`config.mk`:
```
export PLATFORM = sky130hd
export DESIGN_NAME = hazard_fwd_ctrl_flat
export DESIGN_NICKNAME = d
export VERILOG_FILES = /design/src/rtl/hazard_fwd_ctrl_if.sv /design/src/rtl/hazard_fwd_ctrl.sv /design/src/flat_wrapper.sv
export SDC_FILE = /design/constraint.sdc
export NUM_CORES = 1
export LEC_CHECK = 0
export ABC_AREA = 1
export ABC_CLOCK_PERIOD_IN_PS = 3500
export BUFFER_PORTS_ARGS = -buffer_cell sky130_fd_sc_hd__buf_2
export CORE_UTILIZATION = 50
export CTS_CLUSTER_DIAMETER = 60
export CTS_CLUSTER_SIZE = 16
export DETAILED_ROUTE_END_ITERATION = 7
export MAX_ROUTING_LAYER = met4
export PLACE_DENSITY_LB_ADDON = 0.3
export SLEW_MARGIN = 20
export SYNTH_ARGS = -nofsm -noshare
export SYNTH_HDL_FRONTEND = slang
export SYNTH_SLANG_ARGS = --single-unit
```
`constraint.sdc`:
```
create_clock -name clk -period 3.5 [get_ports clk]
set_input_delay 0.35 -clock clk [delete_from_list [all_inputs] [get_ports clk]]
set_output_delay 0.35 -clock clk [all_outputs]
set_load 0.005 [all_outputs]
```
`src/rtl/hazard_fwd_ctrl_if.sv`:
```
// Pipeline-side view of the forwarding/hazard controller: ID/EX/MEM/WB operand info in,
// bypass selects, stall/bubble controls and the stall counter out.
interface hazard_fwd_ctrl_if #(
  parameter int RA_W    = 5,
  parameter int NUM_SRC = 2,
  parameter int CNT_W   = 16
);
  logic                    flush;
  logic [NUM_SRC-1:0]      id_src_valid;
  logic [NUM_SRC*RA_W-1:0] id_src_addr;
  logic [NUM_SRC*RA_W-1:0] ex_src_addr;
  logic                    ex_valid;
  logic                    ex_wr_en;
  logic                    ex_is_load;
  logic                    ex_is_mdu;
  logic [RA_W-1:0]         ex_dst_addr;
  logic                    mem_wr_en;
  logic                    mem_is_load;
  logic [RA_W-1:0]         mem_dst_addr;
  logic                    wb_wr_en;
  logic [RA_W-1:0]         wb_dst_addr;

  logic [NUM_SRC*2-1:0]    fwd_sel;
  logic                    stall_front;
  logic                    stall_ex;
  logic                    bubble_ex;
  logic                    bubble_mem;
  logic                    mdu_busy;
  logic [CNT_W-1:0]        stall_cycles;

  modport master (
    output flush, id_src_valid, id_src_addr, ex_src_addr, ex_valid, ex_wr_en,
           ex_is_load, ex_is_mdu, ex_dst_addr, mem_wr_en, mem_is_load, mem_dst_addr,
           wb_wr_en, wb_dst_addr,
    input  fwd_sel, stall_front, stall_ex, bubble_ex, bubble_mem, mdu_busy, stall_cycles
  );

  modport slave (
    input  flush, id_src_valid, id_src_addr, ex_src_addr, ex_valid, ex_wr_en,
           ex_is_load, ex_is_mdu, ex_dst_addr, mem_wr_en, mem_is_load, mem_dst_addr,
           wb_wr_en, wb_dst_addr,
    output fwd_sel, stall_front, stall_ex, bubble_ex, bubble_mem, mdu_busy, stall_cycles
  );
endinterface

```
`src/rtl/hazard_fwd_ctrl.sv`:
```
// Forwarding and hazard controller for the pipelined MIPS core: per-source bypass selects,
// load-use bubbles, multi-cycle MDU stalls and a saturating stall-cycle counter.
module hazard_fwd_ctrl #(
  parameter int RA_W    = 5,
  parameter int NUM_SRC = 2,
  parameter int MDU_LAT = 4,
  parameter int CNT_W   = 16
) (
  input logic              clk,
  input logic              rst,
  hazard_fwd_ctrl_if.slave bus
);
  localparam int MC_W = $clog2(MDU_LAT);

  typedef enum logic {
    IDLE     = 1'b0,
    MDU_BUSY = 1'b1
  } state_t;

  state_t               state;
  logic [MC_W-1:0]      cnt;
  logic [CNT_W-1:0]     stall_cnt;
  logic [NUM_SRC*2-1:0] fwd_sel_c;
  logic                 lu_src;
  logic                 lu_hit;
  logic                 mdu_hit;
  logic                 mdu_stall;
  logic                 lu_stall;
  logic                 stall_front_c;

  // EX/MEM beats MEM/WB because it holds the younger write to the same register.
  always_comb begin
    fwd_sel_c = '0;
    for (int i = 0; i < NUM_SRC; i++) begin
      if (bus.mem_wr_en && (bus.mem_dst_addr != '0) &&
          (bus.mem_dst_addr == bus.ex_src_addr[i*RA_W +: RA_W]))
        fwd_sel_c[2*i +: 2] = bus.mem_is_load ? 2'b10 : 2'b01;
      else if (bus.wb_wr_en && (bus.wb_dst_addr != '0) &&
               (bus.wb_dst_addr == bus.ex_src_addr[i*RA_W +: RA_W]))
        fwd_sel_c[2*i +: 2] = 2'b11;
    end
  end

  always_comb begin
    lu_src = 1'b0;
    for (int i = 0; i < NUM_SRC; i++)
      lu_src = lu_src | (bus.id_src_valid[i] &&
                         (bus.id_src_addr[i*RA_W +: RA_W] == bus.ex_dst_addr));
  end

  assign lu_hit  = bus.ex_valid & bus.ex_is_load & bus.ex_wr_en &
                   (bus.ex_dst_addr != '0) & lu_src;
  assign mdu_hit = bus.ex_valid & bus.ex_is_mdu;

  // Stall decisions are Mealy so the pipe reacts in the same cycle the hazard is seen.
  always_comb begin
    mdu_stall = 1'b0;
    lu_stall  = 1'b0;
    case (state)
      IDLE: begin
        if (!bus.flush) begin
          if (mdu_hit)     mdu_stall = 1'b1;
          else if (lu_hit) lu_stall  = 1'b1;
        end
      end
      MDU_BUSY: begin
        if (!bus.flush && (cnt != '0)) mdu_stall = 1'b1;
      end
      default: ;
    endcase
  end

  assign stall_front_c = mdu_stall | lu_stall;

  always_ff @(posedge clk) begin
    if (rst) begin
      state     <= IDLE;
      cnt       <= '0;
      stall_cnt <= '0;
    end else begin
      if (stall_front_c && (stall_cnt != '1))
        stall_cnt <= stall_cnt + CNT_W'(1);
      case (state)
        IDLE: begin
          if (!bus.flush && mdu_hit) begin
            state <= MDU_BUSY;
            cnt   <= MC_W'(MDU_LAT - 2);
          end
        end
        MDU_BUSY: begin
          if (bus.flush) begin
            state <= IDLE;
            cnt   <= '0;
          end else if (cnt != '0) begin
            cnt <= cnt - MC_W'(1);
          end else begin
            state <= IDLE;
          end
        end
        default: begin
          state <= IDLE;
          cnt   <= '0;
        end
      endcase
    end
  end

  // Reset forces every output low, including the purely combinational bypass selects.
  assign bus.fwd_sel      = rst ? '0 : fwd_sel_c;
  assign bus.stall_front  = ~rst & stall_front_c;
  assign bus.stall_ex     = ~rst & mdu_stall;
  assign bus.bubble_ex    = ~rst & lu_stall;
  assign bus.bubble_mem   = ~rst & mdu_stall;
  assign bus.mdu_busy     = ~rst & (state == MDU_BUSY);
  assign bus.stall_cycles = rst ? '0 : stall_cnt;
endmodule

```
`src/flat_wrapper.sv`:
```
// flat-port wrapper written by rule: the top's interface ports become plain ports
module hazard_fwd_ctrl_flat 
#(
  parameter int RA_W    = 5,
  parameter int NUM_SRC = 2,
  parameter int MDU_LAT = 4,
  parameter int CNT_W   = 16
)
  (clk, rst, bus_flush, bus_id_src_valid, bus_id_src_addr, bus_ex_src_addr, bus_ex_valid, bus_ex_wr_en, bus_ex_is_load, bus_ex_is_mdu, bus_ex_dst_addr, bus_mem_wr_en, bus_mem_is_load, bus_mem_dst_addr, bus_wb_wr_en, bus_wb_dst_addr, bus_fwd_sel, bus_stall_front, bus_stall_ex, bus_bubble_ex, bus_bubble_mem, bus_mdu_busy, bus_stall_cycles);
  hazard_fwd_ctrl_if #(.RA_W(RA_W), .NUM_SRC(NUM_SRC), .CNT_W(CNT_W)) bus_i ();
  input logic clk;
  input logic rst;
  input wire logic [$bits(bus_i.flush)-1:0] bus_flush;
  input wire logic [$bits(bus_i.id_src_valid)-1:0] bus_id_src_valid;
  input wire logic [$bits(bus_i.id_src_addr)-1:0] bus_id_src_addr;
  input wire logic [$bits(bus_i.ex_src_addr)-1:0] bus_ex_src_addr;
  input wire logic [$bits(bus_i.ex_valid)-1:0] bus_ex_valid;
  input wire logic [$bits(bus_i.ex_wr_en)-1:0] bus_ex_wr_en;
  input wire logic [$bits(bus_i.ex_is_load)-1:0] bus_ex_is_load;
  input wire logic [$bits(bus_i.ex_is_mdu)-1:0] bus_ex_is_mdu;
  input wire logic [$bits(bus_i.ex_dst_addr)-1:0] bus_ex_dst_addr;
  input wire logic [$bits(bus_i.mem_wr_en)-1:0] bus_mem_wr_en;
  input wire logic [$bits(bus_i.mem_is_load)-1:0] bus_mem_is_load;
  input wire logic [$bits(bus_i.mem_dst_addr)-1:0] bus_mem_dst_addr;
  input wire logic [$bits(bus_i.wb_wr_en)-1:0] bus_wb_wr_en;
  input wire logic [$bits(bus_i.wb_dst_addr)-1:0] bus_wb_dst_addr;
  output wire logic [$bits(bus_i.fwd_sel)-1:0] bus_fwd_sel;
  output wire logic [$bits(bus_i.stall_front)-1:0] bus_stall_front;
  output wire logic [$bits(bus_i.stall_ex)-1:0] bus_stall_ex;
  output wire logic [$bits(bus_i.bubble_ex)-1:0] bus_bubble_ex;
  output wire logic [$bits(bus_i.bubble_mem)-1:0] bus_bubble_mem;
  output wire logic [$bits(bus_i.mdu_busy)-1:0] bus_mdu_busy;
  output wire logic [$bits(bus_i.stall_cycles)-1:0] bus_stall_cycles;
  assign bus_i.flush = bus_flush;
  assign bus_i.id_src_valid = bus_id_src_valid;
  assign bus_i.id_src_addr = bus_id_src_addr;
  assign bus_i.ex_src_addr = bus_ex_src_addr;
  assign bus_i.ex_valid = bus_ex_valid;
  assign bus_i.ex_wr_en = bus_ex_wr_en;
  assign bus_i.ex_is_load = bus_ex_is_load;
  assign bus_i.ex_is_mdu = bus_ex_is_mdu;
  assign bus_i.ex_dst_addr = bus_ex_dst_addr;
  assign bus_i.mem_wr_en = bus_mem_wr_en;
  assign bus_i.mem_is_load = bus_mem_is_load;
  assign bus_i.mem_dst_addr = bus_mem_dst_addr;
  assign bus_i.wb_wr_en = bus_wb_wr_en;
  assign bus_i.wb_dst_addr = bus_wb_dst_addr;
  assign bus_fwd_sel = bus_i.fwd_sel;
  assign bus_stall_front = bus_i.stall_front;
  assign bus_stall_ex = bus_i.stall_ex;
  assign bus_bubble_ex = bus_i.bubble_ex;
  assign bus_bubble_mem = bus_i.bubble_mem;
  assign bus_mdu_busy = bus_i.mdu_busy;
  assign bus_stall_cycles = bus_i.stall_cycles;
  hazard_fwd_ctrl #(.RA_W(RA_W), .NUM_SRC(NUM_SRC), .MDU_LAT(MDU_LAT), .CNT_W(CNT_W)) u_core (.clk(clk), .rst(rst), .bus(bus_i));
endmodule
```
==> impl_metrics.toml <==
[run_status]
outcome = "completed"

[synthesis]
synth-xor-area-share_pct = 10.3
synth_top_family_by_area = "simple AND/OR/NAND/NOR gates"
synth.area.top_cells = "dfxtp_1 21%, nand2_1 14%, nor2_1 13%, inv_1 8.8%, xor2_1 6.4%"
synth.top_cell.area_share_pct = 21.3
synth-simple-area-share_pct = 46.9
synth-adder-area-share_pct = 1.40
seq_area_frac_synth_pct = 21.3
ys_ff_latch = 19
synth-compound-area-share_pct = 7.36
syn_avg_cell_area_um2 = 5.83
synthMuxAreaShare_pct = 0
syn_area_um2 = 1780
ys_warn_count = 0
synth_top_area_cell = "dfxtp_1"
ys_types = 30
syn_nets = 355
synthArstFlopShare_pct = 0
synthFlopType = "dfxtp_1"
synthCells = 306
synth_edf_count = 0

[route]
via_count = 1997
routed.top_layer = "met4"
post_drt_wl_per_cell_um = 9.25
dr_wl_met3_um = 217
detail-route-antenna-nets = 0
drt-met1-wl_um = 1840
drc_errors = 0
firstDrtPassIters = 4
avgViaCountPerCell = 4.75
drt-total-wl_um = 3890
wl_met2_um = 1790
drtIter0Drc = 58

[power_and_ir_drop]
p_comb_share_pct = 25.8
ir_drop_v = 0.000267
p_seq_share_pct = 48.6
clockPowerShare_pct = 25.6
p_per_area_nw_per_um2 = 210
swShare_pct = 31.3
p_int_w = 0.000315
p_sw_w = 0.000144
p_leak_nw = 1.12

[global_route]
grt_max_degree = 31
grt.total_usage_pct = 22.0
antenna_found_initial = 0
overflow = 0
grt_pass1_wl_um = 6180
grt_pass1_vias = 1584

[setup_path]
crit_required_ns = 3.15
critPathArrivalTime_ns = 1.67
r2r_end = "u_core.stall_cnt[6]"
start_kind = "primary input"
reg2reg_depth = 8
ff2ff_setup_slack_ns = 1.66
crit_chain = "buf_2 > clkinv_1 > nand2_1 > nor2_1 > buf_2"
endpoint_kind = "output port"
r2r-start = "u_core.cnt[0]"
crit_fanout = 23
slowest_delay_ns = 0.54
critPathKind = "in -> out"
critPathMostFrequentCell = "buf_2"
crit_slowest_cell = "clkinv_1"
path_buf_inv = 3
crit_start = "rst"
path_delay_family = "buffers and inverters"

[clock_network]
clock_latency_ns = 0.31
h-tree-depth = 1
cts_hold_buf = 0
max-clock-path-buffers = 2
cts_resized = 0
root_buffer = "clkbuf_4"
post_cts_buffers = 0
clk_pin_slew_ns = 0.12
cts_buffers = 3
cts_num_sinks = 19
cts_tree = "built"

[floorplan]
dieArea_um2 = 3810
start_util_pct = 52.6
die_h_um = 61.7
dieWidth_um = 61.7
rows = 21
design.core.area_um2 = 3390
io_pins = 72

[placement]
place_ws_ns = 1.45
post-place-cells = 416
gp_congestion = 0.856
portBuffers = 71
dpl_cell_area_um2 = 2160
place.detailed.hpwl_um = 3070

[worst_hold_path]
hp-class = "in -> reg"
hold_end = "u_core.state"
hold_depth = 4
min-delay-start = "bus_flush"

[sta]
drv_slew = 0
setup_viol = 0
fmax_mhz = 496
fin_crit_sh_pct = 57.6
slew_headroom_pct = 63.7
worst_pin_slew_ns = 0.543
fin_tns_setup_ns = 0
layout_min_cycle_time_ns = 2.02
hold_viol_final = 0
setup_slack_ns = 1.48
finClkSkew_ns = 0.00540
rsz0062_at_grt = "no"

[cells_and_area]
final_layout_size_suffix_gt1_share_pct = 26.7
fin_area_um2 = 2180
syn2layout_area_growth_pct = 22.4
n_fill_cell = 356
insertedDiodeCount = 0
nNetsFinal = 424
layoutNonFillerInstCount = 420
utilization_pct = 64.4

[run]
drv_cap = 0
==> state kept, by name (all words and copies together) (netlist names) <==
| signal | cells |
|---|---|
| u_core.cnt | 2 |
| u_core.stall_cnt | 16 |
| u_core.state | 1 |
==> kinds of logic after synthesis <==
logic type,after synthesis
AND/OR/NAND/NOR,184
buffers and inverters,55
AO/OA/AOI/OAI,25
XOR/XNOR,21
flip-flops,19
adder cells (fa/ha/maj),2
==> through the flow <==
stage               total power [W]  hold WS (ns)
floorplan                  0.000298         0.428
global placement           0.000344         0.447
detailed placement         0.000346         0.464
CTS                        0.000463         0.431
global route               0.000488         0.459
finish                     0.000459         0.421
==> power groups by stage <==
stage / logic [W] / clock network (W) / registers [W]
2_1_floorplan: 0.0000706 / 0 / 0.000227
3_3_place_gp: 0.000116 / 0 / 0.000228
3_5_place_dp: 0.000118 / 0 / 0.000228
4_1_cts: 0.000119 / 0.000120 / 0.000223
5_1_grt: 0.000135 / 0.000130 / 0.000224
6_report: 0.000118 / 0.000118 / 0.000223
==> worst max-delay path by stage <==
stage                           to  depth (start not counted)
2_1_floorplan  u_core.stall_cnt[7]                         10
3_3_place_gp        bus_fwd_sel[0]                          5
3_5_place_dp        bus_fwd_sel[2]                          5
4_1_cts             bus_fwd_sel[2]                          5
5_1_grt             bus_fwd_sel[0]                          5
6_report            bus_fwd_sel[2]                          5
==> cells in the mapped netlist, types with 3 or more instances <==
library cell	instances
xnor2_1	8
nand3_2	3
nor3_1	7
xor2_1	13
o21ai_0	6
nor2_1	64
dfxtp_1	19
nand2_1	67
inv_1	42
nand3_1	22
nand2_2	3
inv_2	4
buf_2	3
a21oi_1	16
nor2_2	9
==> placed cells by master, fill, tap and decap left out, drive strengths merged, types with 2 or more instances in the layout <==
master / netlist / routed
clkbuf: 2 / 3
nand2: 71 / 71
o21ai: 6 / 6
clkinv: 2 / 3
buf: 5 / 71
nand3b: 2 / 2
a21oi: 16 / 16
dfxtp: 19 / 19
nor2: 75 / 75
inv: 46 / 46
nor3: 8 / 8
nand4: 2 / 2
ha: 2 / 2
xor2: 13 / 13
xnor2: 8 / 8
nand3: 26 / 26
==> worst register-to-register path: stages (launching register included) <==
cell	delay, ns
dfxtp_1	0.34
inv_1	0.06
ha_1	0.21
o31ai_1	0.22
inv_1	0.12
nand2_2	0.43
nand2_1	0.16
nor2_1	0.15
nor2_1	0.07
==> routing by layer <==
metal  vias up  global-route usage [%]
li1       1078                       -
met1       860                    25.3
met2        55                    38.9
met3         4                    4.55
met4         0                    5.40
met5         -                       -
==> final cells by class <==
| class | count | area [um^2] | area share (%) |
|---|---|---|---|
| Multi-Input combinational cell | 232 | 1180 | 53.9 |
| Tap cell | 46 | 57.6 | 2.64 |
| Inverter | 48 | 185 | 8.48 |
| Clock buffer | 3 | 22.5 | 1.03 |
| Timing Repair Buffer | 71 | 355 | 16.3 |
| Sequential cell | 19 | 380 | 17.4 |
| Clock inverter | 1 | 5.00 | 0.229 |
No activity file was read; power rests on OpenSTA's default activity.
